==> config.mk <==
export PLATFORM = sky130hd
export DESIGN_NAME = axi4_lite_slave_regs_flat
export DESIGN_NICKNAME = d
export VERILOG_FILES = /design/src/rtl/axi4_lite_slave_regs_if.sv /design/src/rtl/axi4_lite_slave_regs.sv /design/src/flat_wrapper.sv
export SDC_FILE = /design/constraint.sdc
export NUM_CORES = 1
export LEC_CHECK = 0
export ABC_AREA = 1
export BUFFER_PORTS_ARGS = -buffer_cell sky130_fd_sc_hd__buf_2
export CORE_UTILIZATION = 59
export CTS_CLUSTER_SIZE = 25
export DETAILED_ROUTE_END_ITERATION = 10
export PLACE_DENSITY = 0.95
export SYNTH_ARGS = -nofsm -noshare
export SYNTH_HDL_FRONTEND = slang
export SYNTH_SLANG_ARGS = --single-unit
==> constraint.sdc <==
create_clock -name aclk -period 4.5 [get_ports aclk]
set_input_delay 0.225 -clock aclk [delete_from_list [all_inputs] [get_ports aclk]]
set_output_delay 0.225 -clock aclk [all_outputs]
set_load 0.01 [all_outputs]
==> src/rtl/axi4_lite_slave_regs_if.sv <==
// AXI4-Lite bus bundle between a master and axi4_lite_slave_regs.
// Signal names carry the slave's view (_in driven by master, _out driven by slave).
//   slave modport : receives AW/W/AR/B-ready/R-ready, drives readies and B/R responses
//   master modport: the mirror image
interface axi4_lite_slave_regs_if #(
  parameter int unsigned ADDR_WIDTH = 32
) ();
  logic [ADDR_WIDTH-1:0] awaddr_in;
  logic [2:0]            awprot_in;
  logic                  awvalid_in;
  logic                  awready_out;
  logic [31:0]           wdata_in;
  logic [3:0]            wstrb_in;
  logic                  wvalid_in;
  logic                  wready_out;
  logic [1:0]            bresp_out;
  logic                  bvalid_out;
  logic                  bready_in;
  logic [ADDR_WIDTH-1:0] araddr_in;
  logic [2:0]            arprot_in;
  logic                  arvalid_in;
  logic                  arready_out;
  logic [31:0]           rdata_out;
  logic [1:0]            rresp_out;
  logic                  rvalid_out;
  logic                  rready_in;

  modport slave (
    input  awaddr_in, awprot_in, awvalid_in, wdata_in, wstrb_in, wvalid_in, bready_in,
    input  araddr_in, arprot_in, arvalid_in, rready_in,
    output awready_out, wready_out, bresp_out, bvalid_out,
    output arready_out, rdata_out, rresp_out, rvalid_out
  );

  modport master (
    output awaddr_in, awprot_in, awvalid_in, wdata_in, wstrb_in, wvalid_in, bready_in,
    output araddr_in, arprot_in, arvalid_in, rready_in,
    input  awready_out, wready_out, bresp_out, bvalid_out,
    input  arready_out, rdata_out, rresp_out, rvalid_out
  );
endinterface

==> src/rtl/axi4_lite_slave_regs.sv <==
// AXI4-Lite slave register bank: NUM_REGS 32-bit registers with byte strobes.
// Ports:
//   aclk     - clock, rising edge
//   areset   - synchronous active-high reset
//   s_axi    - AXI4-Lite slave modport (AW, W, B, AR, R channels)
//   regs_out - all registers flattened, register i at [32*i+31:32*i]
// Out-of-range word index (addr[ADDR_WIDTH-1:2] >= NUM_REGS) answers SLVERR.
module axi4_lite_slave_regs #(
  parameter int unsigned ADDR_WIDTH = 32,
  parameter int unsigned NUM_REGS   = 8
) (
  input  logic                     aclk,
  input  logic                     areset,
  axi4_lite_slave_regs_if.slave    s_axi,
  output logic [32*NUM_REGS-1:0]   regs_out
);

  localparam int unsigned IdxW = ADDR_WIDTH - 2;

  localparam logic [1:0] RespOkay   = 2'b00;
  localparam logic [1:0] RespSlverr = 2'b10;

  logic [NUM_REGS-1:0][31:0] regs_q, regs_d;

  logic                  aw_full_q, aw_full_d;
  logic [ADDR_WIDTH-1:0] aw_addr_q, aw_addr_d;
  logic                  w_full_q, w_full_d;
  logic [31:0]           w_data_q, w_data_d;
  logic [3:0]            w_strb_q, w_strb_d;

  logic       bvalid_q, bvalid_d;
  logic [1:0] bresp_q, bresp_d;
  logic       rvalid_q, rvalid_d;
  logic [31:0] rdata_q, rdata_d;
  logic [1:0] rresp_q, rresp_d;

  logic aw_hs, w_hs, ar_hs, commit;
  logic [ADDR_WIDTH-1:0] wr_addr;
  logic [31:0]           wr_data;
  logic [3:0]            wr_strb;
  logic [IdxW-1:0]       wr_idx, rd_idx;
  logic                  wr_in_range, rd_in_range;
  logic [31:0]           rd_word;

  // Readies depend only on flops so they never combinationally loop with valids.
  assign s_axi.awready_out = !aw_full_q && !bvalid_q;
  assign s_axi.wready_out  = !w_full_q && !bvalid_q;
  assign s_axi.arready_out = !rvalid_q;

  assign s_axi.bvalid_out = bvalid_q;
  assign s_axi.bresp_out  = bresp_q;
  assign s_axi.rvalid_out = rvalid_q;
  assign s_axi.rdata_out  = rdata_q;
  assign s_axi.rresp_out  = rresp_q;

  assign regs_out = regs_q;

  assign aw_hs = s_axi.awvalid_in && s_axi.awready_out;
  assign w_hs  = s_axi.wvalid_in && s_axi.wready_out;
  assign ar_hs = s_axi.arvalid_in && s_axi.arready_out;

  // Commit as soon as both halves exist, whether buffered or arriving now.
  assign commit = (aw_full_q || aw_hs) && (w_full_q || w_hs);

  assign wr_addr = aw_full_q ? aw_addr_q : s_axi.awaddr_in;
  assign wr_data = w_full_q ? w_data_q : s_axi.wdata_in;
  assign wr_strb = w_full_q ? w_strb_q : s_axi.wstrb_in;

  assign wr_idx      = wr_addr[ADDR_WIDTH-1:2];
  assign rd_idx      = s_axi.araddr_in[ADDR_WIDTH-1:2];
  assign wr_in_range = wr_idx < IdxW'(NUM_REGS);
  assign rd_in_range = rd_idx < IdxW'(NUM_REGS);

  logic unused_ok;
  assign unused_ok = ^{s_axi.awprot_in, s_axi.arprot_in, wr_addr[1:0], s_axi.araddr_in[1:0]};

  always_comb begin
    regs_d  = regs_q;
    rd_word = '0;
    for (int i = 0; i < int'(NUM_REGS); i++) begin
      if (commit && wr_in_range && (wr_idx == IdxW'(i))) begin
        for (int b = 0; b < 4; b++) begin
          if (wr_strb[b]) begin
            regs_d[i][8*b +: 8] = wr_data[8*b +: 8];
          end
        end
      end
      // Reads sample regs_q, so a same-edge write is not visible yet.
      if (rd_idx == IdxW'(i)) begin
        rd_word = regs_q[i];
      end
    end
  end

  always_comb begin
    aw_full_d = aw_full_q;
    aw_addr_d = aw_addr_q;
    w_full_d  = w_full_q;
    w_data_d  = w_data_q;
    w_strb_d  = w_strb_q;
    bvalid_d  = bvalid_q;
    bresp_d   = bresp_q;
    rvalid_d  = rvalid_q;
    rdata_d   = rdata_q;
    rresp_d   = rresp_q;

    if (aw_hs) begin
      aw_full_d = 1'b1;
      aw_addr_d = s_axi.awaddr_in;
    end
    if (w_hs) begin
      w_full_d = 1'b1;
      w_data_d = s_axi.wdata_in;
      w_strb_d = s_axi.wstrb_in;
    end

    if (commit) begin
      aw_full_d = 1'b0;
      w_full_d  = 1'b0;
      bvalid_d  = 1'b1;
      bresp_d   = wr_in_range ? RespOkay : RespSlverr;
    end else if (bvalid_q && s_axi.bready_in) begin
      bvalid_d = 1'b0;
      bresp_d  = RespOkay;
    end

    if (ar_hs) begin
      rvalid_d = 1'b1;
      rdata_d  = rd_in_range ? rd_word : 32'h0;
      rresp_d  = rd_in_range ? RespOkay : RespSlverr;
    end else if (rvalid_q && s_axi.rready_in) begin
      rvalid_d = 1'b0;
    end
  end

  always_ff @(posedge aclk) begin
    if (areset) begin
      regs_q    <= '0;
      aw_full_q <= 1'b0;
      aw_addr_q <= '0;
      w_full_q  <= 1'b0;
      w_data_q  <= '0;
      w_strb_q  <= '0;
      bvalid_q  <= 1'b0;
      bresp_q   <= '0;
      rvalid_q  <= 1'b0;
      rdata_q   <= '0;
      rresp_q   <= '0;
    end else begin
      regs_q    <= regs_d;
      aw_full_q <= aw_full_d;
      aw_addr_q <= aw_addr_d;
      w_full_q  <= w_full_d;
      w_data_q  <= w_data_d;
      w_strb_q  <= w_strb_d;
      bvalid_q  <= bvalid_d;
      bresp_q   <= bresp_d;
      rvalid_q  <= rvalid_d;
      rdata_q   <= rdata_d;
      rresp_q   <= rresp_d;
    end
  end

endmodule

==> src/flat_wrapper.sv <==
// flat-port wrapper written by rule: the top's interface ports become plain ports
module axi4_lite_slave_regs_flat 
#(
  parameter int unsigned ADDR_WIDTH = 32,
  parameter int unsigned NUM_REGS   = 8
)
  (aclk, areset, regs_out, s_axi_awaddr_in, s_axi_awprot_in, s_axi_awvalid_in, s_axi_wdata_in, s_axi_wstrb_in, s_axi_wvalid_in, s_axi_bready_in, s_axi_araddr_in, s_axi_arprot_in, s_axi_arvalid_in, s_axi_rready_in, s_axi_awready_out, s_axi_wready_out, s_axi_bresp_out, s_axi_bvalid_out, s_axi_arready_out, s_axi_rdata_out, s_axi_rresp_out, s_axi_rvalid_out);
  axi4_lite_slave_regs_if #(.ADDR_WIDTH(ADDR_WIDTH)) s_axi_i ();
  input  logic aclk;
  input  logic areset;
  output logic [32*NUM_REGS-1:0] regs_out;
  input wire logic [$bits(s_axi_i.awaddr_in)-1:0] s_axi_awaddr_in;
  input wire logic [$bits(s_axi_i.awprot_in)-1:0] s_axi_awprot_in;
  input wire logic [$bits(s_axi_i.awvalid_in)-1:0] s_axi_awvalid_in;
  input wire logic [$bits(s_axi_i.wdata_in)-1:0] s_axi_wdata_in;
  input wire logic [$bits(s_axi_i.wstrb_in)-1:0] s_axi_wstrb_in;
  input wire logic [$bits(s_axi_i.wvalid_in)-1:0] s_axi_wvalid_in;
  input wire logic [$bits(s_axi_i.bready_in)-1:0] s_axi_bready_in;
  input wire logic [$bits(s_axi_i.araddr_in)-1:0] s_axi_araddr_in;
  input wire logic [$bits(s_axi_i.arprot_in)-1:0] s_axi_arprot_in;
  input wire logic [$bits(s_axi_i.arvalid_in)-1:0] s_axi_arvalid_in;
  input wire logic [$bits(s_axi_i.rready_in)-1:0] s_axi_rready_in;
  output wire logic [$bits(s_axi_i.awready_out)-1:0] s_axi_awready_out;
  output wire logic [$bits(s_axi_i.wready_out)-1:0] s_axi_wready_out;
  output wire logic [$bits(s_axi_i.bresp_out)-1:0] s_axi_bresp_out;
  output wire logic [$bits(s_axi_i.bvalid_out)-1:0] s_axi_bvalid_out;
  output wire logic [$bits(s_axi_i.arready_out)-1:0] s_axi_arready_out;
  output wire logic [$bits(s_axi_i.rdata_out)-1:0] s_axi_rdata_out;
  output wire logic [$bits(s_axi_i.rresp_out)-1:0] s_axi_rresp_out;
  output wire logic [$bits(s_axi_i.rvalid_out)-1:0] s_axi_rvalid_out;
  assign s_axi_i.awaddr_in = s_axi_awaddr_in;
  assign s_axi_i.awprot_in = s_axi_awprot_in;
  assign s_axi_i.awvalid_in = s_axi_awvalid_in;
  assign s_axi_i.wdata_in = s_axi_wdata_in;
  assign s_axi_i.wstrb_in = s_axi_wstrb_in;
  assign s_axi_i.wvalid_in = s_axi_wvalid_in;
  assign s_axi_i.bready_in = s_axi_bready_in;
  assign s_axi_i.araddr_in = s_axi_araddr_in;
  assign s_axi_i.arprot_in = s_axi_arprot_in;
  assign s_axi_i.arvalid_in = s_axi_arvalid_in;
  assign s_axi_i.rready_in = s_axi_rready_in;
  assign s_axi_awready_out = s_axi_i.awready_out;
  assign s_axi_wready_out = s_axi_i.wready_out;
  assign s_axi_bresp_out = s_axi_i.bresp_out;
  assign s_axi_bvalid_out = s_axi_i.bvalid_out;
  assign s_axi_arready_out = s_axi_i.arready_out;
  assign s_axi_rdata_out = s_axi_i.rdata_out;
  assign s_axi_rresp_out = s_axi_i.rresp_out;
  assign s_axi_rvalid_out = s_axi_i.rvalid_out;
  axi4_lite_slave_regs #(.ADDR_WIDTH(ADDR_WIDTH), .NUM_REGS(NUM_REGS)) u_core (.aclk(aclk), .areset(areset), .s_axi(s_axi_i), .regs_out(regs_out));
endmodule
==> metrics, run 1 <==
layout cells sized above 1 between 10% and 20%; clk buf depth 3; setup tns final 0 ns; Initial Utilization approximately three fifths; Yosys cell types 38; FF-to-FF Start u_core.aw_full_q; commonest non-fill, non-tap cell in the layout nand2_1; Req. time, crit path just under 5 ns; VDD IR max ~0.26 mV; P_sw just over 0.002 W; drt wl/cell about 19 um; net count reported at finish around 3200; clock root buffer clkbuf_16; Synth Area in Compound Gates a little over a tenth; clock period minus worst slack 3.53 ns; CP startpoint kind flip-flop; HP Class in -> reg; number of max-cap violations 0; switching portion of total power 27.5%; endpoints failing hold 0; first-pass GRT wire length 101000 um; reg2reg setup slack about 0.97 ns; most frequent cells in the layout 641 x nand2_1, 565 x nor2_1, 397 x buf_2; DRT met1 WL roughly 24000 um; FF+latch count, synth 360; Post-synth ARST share 0%; Post-CTS Setup Inserts 0; LEAKAGE roughly 11 nW; clock sink total 360; Worst setup EP type flip-flop; Setup WS post-layout a little under 1 ns; placed insts 3435; Worst-Margin Slew 1.40 ns; overall routed net length 67500 um; Syn Area/Cell between 6 and 7 um2; skew final approximately 0.019 ns; hold path depth 3; Setup WS pre-CTS 1.18 ns; Pre-antenna DRT Iters 6; Filler Cell Count ~2400; hold path startpoint s_axi_wdata_in[15]; fmax 0.283 GHz; fin cells 3552; GPL Wtd Cong 0.955; total track usage between 40% and 50%; TritonCTS clock tree done; Pwr per Cell Area between 300 and 400 mW/mm2; adder-cell share of the synthesized area 0%; Post-Synthesis Cells 2766; WS Path Type reg -> reg; main combinational cell family by area after synthesis simple AND/OR/NAND/NOR gates; Max Slew Vio Count 0; largest net degree at the start of global routing ~240; RSZ-0062 raised after global routing no; final count of negative-setup-slack endpoints 0; Worst Hold Slack 0.0104 ns; status completed; Die ar. about 0.031 mm2; worst r2r path cells 11; residual DRC count 0; period utilization 78.4%; ys flop type dfxtp_1; vias per cell ~5.7; Vias around 20000; Yosys warning count 0; die width about 180 um; uppermost routed layer met4; Hold Path Sink u_core.w_data_q[15]; drt initial violations slightly below 3000; Die H approximately 180 um; CTS Buf Count 39; metal3 WL 8690 um; Antenna Violating Nets Remaining 0; Clock Power Share about 43%; Internal around 0.0054 W; CP Data Arrival Time a little under 4 ns; Tot Pwr 0.00745 W; clock slew seen by the registers of the worst setup and hold paths approximately 0.060 ns; core area around 0.030 mm2; R2R Path End u_core.regs_out[76]; # port buffers 397; slew margin rel. around 5.8%; multiplexer share of the synthesized area less than 1%; met2 wire len 29600 um; Reg power frac between 40% and 50%; Post-synth EDFFs 0; # diodes 0; post-synthesis simple-gate area fraction 37.1%; H-tree Lvls 2; Core Rows 63; Comb power frac around an eighth; area grow syn2layout 21.1%; vias in the first global route 18300; boundary pin count 410; Congestion Overflow GR 0; initial antenna violation count 0; critical path peak fanout 18; Synth Area in XOR/XNOR 0%; Clk Latency, worst-skew pair approximately 0.54 ns; Final HPWL DP around 45000 um; Seq/Total Area, Yosys slightly above 40%; synthesized area roughly 0.018 mm2
[logic make-up (layout without fill, tap and decap cells)]
group | after synthesis | count (layout)
AOI/OAI and AO/OA | 382 | 382
DFF | 360 | 360
and+or+nand+nor | 1547 | 1547
buffers and inverters | 473 | 868
muxes | 3 | 3
other | 1 | 2
[metal layers]
metal	up-vias	track usage, %
met4	0	30.0
met3	333	10.3
met2	1515	65.9
met1	9154	50.9
li1	9389	-
met5	-	0
[sequential cells by signal (all words and copies together) (netlist names)]
name,count
u_core.regs_out,256
u_core.aw_addr_q,30
u_core.s_axi.bresp_out,1
u_core.w_data_q,32
u_core.s_axi.rvalid_out,1
u_core.s_axi.bvalid_out,1
u_core.s_axi.rresp_out,1
u_core.aw_full_q,1
u_core.w_strb_q,4
u_core.s_axi.rdata_out,32
u_core.w_full_q,1
[worst max-delay path, cell delays in order (launching register included)]
cell and delay (ns):
dfxtp_1 0.60, inv_1 0.32, nor2_1 0.18, nand2_1 0.08
o31ai_1 0.08, nand2_2 0.23, nor3_4 0.24, nand2_1 0.13
nor2_4 0.55, nand3_1 0.57, o21ai_0 0.34, nor2_1 0.07
[worst max path at each step]
stage	cells after the start	endpoint	startpoint	slack [ns]
floorplan	11	u_core.regs_out[255]	u_core.s_axi.bvalid_out	2.33
global placement	11	u_core.regs_out[119]	u_core.aw_full_q	1.30
detailed placement	11	u_core.regs_out[111]	u_core.aw_full_q	1.18
CTS	11	u_core.regs_out[111]	u_core.aw_full_q	1.12
global route	11	u_core.regs_out[76]	u_core.aw_full_q	0.68
finish	11	u_core.regs_out[76]	u_core.aw_full_q	0.97
[layout make-up]
class                      instances  area (um2)  share of cell area, %
multi-input combinational       1934        8570                   39.9
sequential                       360        7210                   33.6
timing repair buffer             485        2770                   12.9
inverter                         314        1190                   5.52
clock buffer                      60        1160                   5.39
tap                              390         488                   2.27
clock inverter                     9        98.8                  0.460
[synth_stat cells, types with 3 or more instances]
library cell / n / area (um2)
nand2_1: 646 / 2420
or2_2: 40 / 250
a21oi_1: 181 / 906
mux2i_1: 3 / 30.0
inv_2: 3 / 11.3
nand4_1: 49 / 307
nor2_1: 566 / 2120
nor3_4: 5 / 81.3
buf_2: 27 / 135
nand3_1: 170 / 851
o21ai_0: 192 / 961
dfxtp_1: 360 / 7210
inv_1: 305 / 1140
nor4_1: 8 / 50.1
buf_6: 21 / 236
nor3_1: 40 / 200
clkinv_1: 6 / 22.5
o31ai_1: 4 / 30.0
buf_1: 17 / 63.8
nand3_2: 3 / 30.0
clkbuf_1: 92 / 345
nand3_4: 6 / 105
[repair_timing]
item,in CTS,in global routing
hold buffers,48,0
resized for setup,0,0
hold endpoints to repair,48,0
[power by group through the flow]
stage	clock network (W)	registers [W]	logic, W
4_1_cts	0.00319	0.00331	0.000875
3_3_place_gp	0	0.00338	0.000810
2_1_floorplan	0	0.00337	0.000547
3_5_place_dp	0	0.00338	0.000836
5_1_grt	0.00332	0.00332	0.000976
6_report	0.00321	0.00332	0.000921
[metrics by stage]
step	utilization, %	area (um2)
after floorplan	-	17700
after global placement	66.6	19700
after detailed placement	66.6	19700
after CTS	72.5	21500
after global routing	72.5	21500
final	72.5	21500
No activity file was read; power rests on OpenSTA's default activity.
==> inputs of run 2 (changes only) <==
Settings changed: CORE_UTILIZATION 59 to 49, PLACE_DENSITY 0.95 to 0.87.
Clock period 4.5 ns to 2.9 ns, I/O delays scaled along.
==> run 2 against run 1 <==
Effect of this change: critical path depth stayed put; worst setup slack worse by 0.74 ns; combinational power is 66% higher; highest routed layer unchanged; largest cell class unchanged; largest power group unchanged; first-iteration DRC count is 20% lower.
==> metrics, run 2 (synthesis results as in run 1) <==
LEAKAGE ~11 nW; status completed; Clk Latency, worst-skew pair approximately 0.55 ns; WS Path Type reg -> reg; Setup WS pre-CTS 0.190 ns; fmax between 0.3 and 0.4 GHz; drt initial violations between 2000 and 2500; final count of negative-setup-slack endpoints 0; Antenna Violating Nets Remaining 0; CP Data Arrival Time 3.08 ns; period utilization approximately 92%; setup tns final 0 ns; Filler Cell Count between 3000 and 4000; overall routed net length 68900 um; critical path peak fanout 8; clk buf depth 3; VDD IR max 0.364 mV; Final HPWL DP about 47000 um; CTS Buf Count 39; vias in the first global route 17800; clock root buffer clkbuf_16; endpoints failing hold 0; most frequent cells in the layout 640 x nand2_1, 565 x nor2_1, 397 x buf_2; drt wl/cell 18.7 um; clock slew seen by the registers of the worst setup and hold paths 0.06 ns; clock sink total 360; residual DRC count 0; max FFs per register 256; Worst setup EP type flip-flop; total track usage a little over a third; boundary pin count roughly 400; H-tree Lvls 2; core area approximately 0.036 mm2; commonest non-fill, non-tap cell in the layout nand2_1; Worst-Margin Slew around 1.2 ns; layout cells sized above 1 between 10% and 20%; Req. time, crit path around 3.3 ns; Pre-antenna DRT Iters 8; GPL Wtd Cong roughly 0.96; Max Slew Vio Count 0; fin cells approximately 3700; CP startpoint kind flip-flop; clock period minus worst slack about 2.7 ns; Die ar. around 0.037 mm2; Vias around 20000; die width between 150 and 200 um; RSZ-0062 raised after global routing no; Initial Utilization about 50%; TritonCTS clock tree done; Core Rows about 70; first-pass GRT wire length between 100000 and 150000 um; area grow syn2layout 25.6%; skew final between 0.03 and 0.04 ns; number of max-cap violations 0; design area 0.0223 mm2; Congestion Overflow GR 0; initial antenna violation count 2; largest net degree at the start of global routing 115; net count reported at finish between 3000 and 4000; slew margin rel. roughly 22%; Pwr per Cell Area approximately 530 mW/mm2; # port buffers 397; vias per cell between 5 and 6; placed insts between 3000 and 4000; Die H about 190 um; Setup WS post-layout about 0.23 ns; Post-Place Cell Area approximately 0.020 mm2; HP Class in -> reg
==> run 2: changes by cell type in the layout (fill, tap and decap cells not counted), moves of 2 or more <==
cell,previous run,this run
dlygate4sd3_1,48,69
clkinv_2,6,4
clkbuf_8,6,9
o21ai_0,189,192
nand3_1,170,166
diode_2,0,2
nand3_2,3,7
inv_6,0,2
buf_4,40,67
o21ai_1,3,0
buf_12,0,12
==> run 2: worst max-delay path: stages, from the launching register on <==
cell     delay, ns
dfxtp_1       0.33
nor2_1        0.21
nand3_1       0.13
nor3_1        0.29
nand4_1       0.22
nand2_2       0.24
nand3_1       0.15
nor2_4        0.18
buf_4         0.17
nand3_1       0.29
o21ai_0       0.27
nor2_1        0.05
==> run 2: power by group <==
group | internal (W) | switching, W
registers | 0.00508 | 0.0000680
logic | 0.000447 | 0.00108
clock network | 0.00296 | 0.00209
==> run 2: area by class of cell <==
| cell class | instances | area [um2] | share of cell area [%] |
|---|---|---|---|
| flip-flops and latches | 360 | 7210 | 32.4 |
| clock buffers | 61 | 1170 | 5.25 |
| well taps | 461 | 577 | 2.59 |
| clock inverters | 9 | 114 | 0.511 |
| diodes | 2 | 5.00 | 0.0225 |
| inverters | 314 | 1190 | 5.32 |
| multi-input cells | 1934 | 8600 | 38.6 |
| repair buffers | 545 | 3420 | 15.4 |
==> run 2: metal layers <==
layer  up-vias  GRT usage [%]  wire [um]
li1       9513              -          -
met1      9057           44.8      26000
met2      1245           57.6      30200
met3       298           7.07       7180
met4         0           25.6       5540
met5         -              0          0
==> run 2: metrics by stage <==
step | hold WS (ns) | util (%) | power, W
floorplan | 0.280 | - | 0.00608
global placement | 0.387 | 56.9 | 0.00660
detailed placement | 0.393 | 56.9 | 0.00662
CTS | 0.0355 | 62.5 | 0.0116
global route | 0.0975 | 62.6 | 0.0120
finish | 0.0566 | 62.6 | 0.0117
==> run 2: repair_timing <==
| item | CTS | global route |
|---|---|---|
| hold buffers | 69 | 0 |
| hold endpoints to repair | 70 | 0 |
| setup endpoints to repair | 0 | 97 |
| setup buffers | 0 | 3 |
| resized for setup | 0 | 6 |
==> run 2: final timing paths <==
| path | from | end | slack (ns) | depth (start not counted) |
|---|---|---|---|---|
| hold / removal | s_axi_wvalid_in | u_core.w_full_q | 0.06 | 5 |
| setup / recovery | u_core.aw_addr_q[13] | u_core.regs_out[65] | 0.23 | 11 |
| hold reg to reg | u_core.w_data_q[31] | u_core.w_data_q[31] | 0.46 | 2 |
| setup reg to reg | u_core.aw_addr_q[13] | u_core.regs_out[65] | 0.23 | 11 |
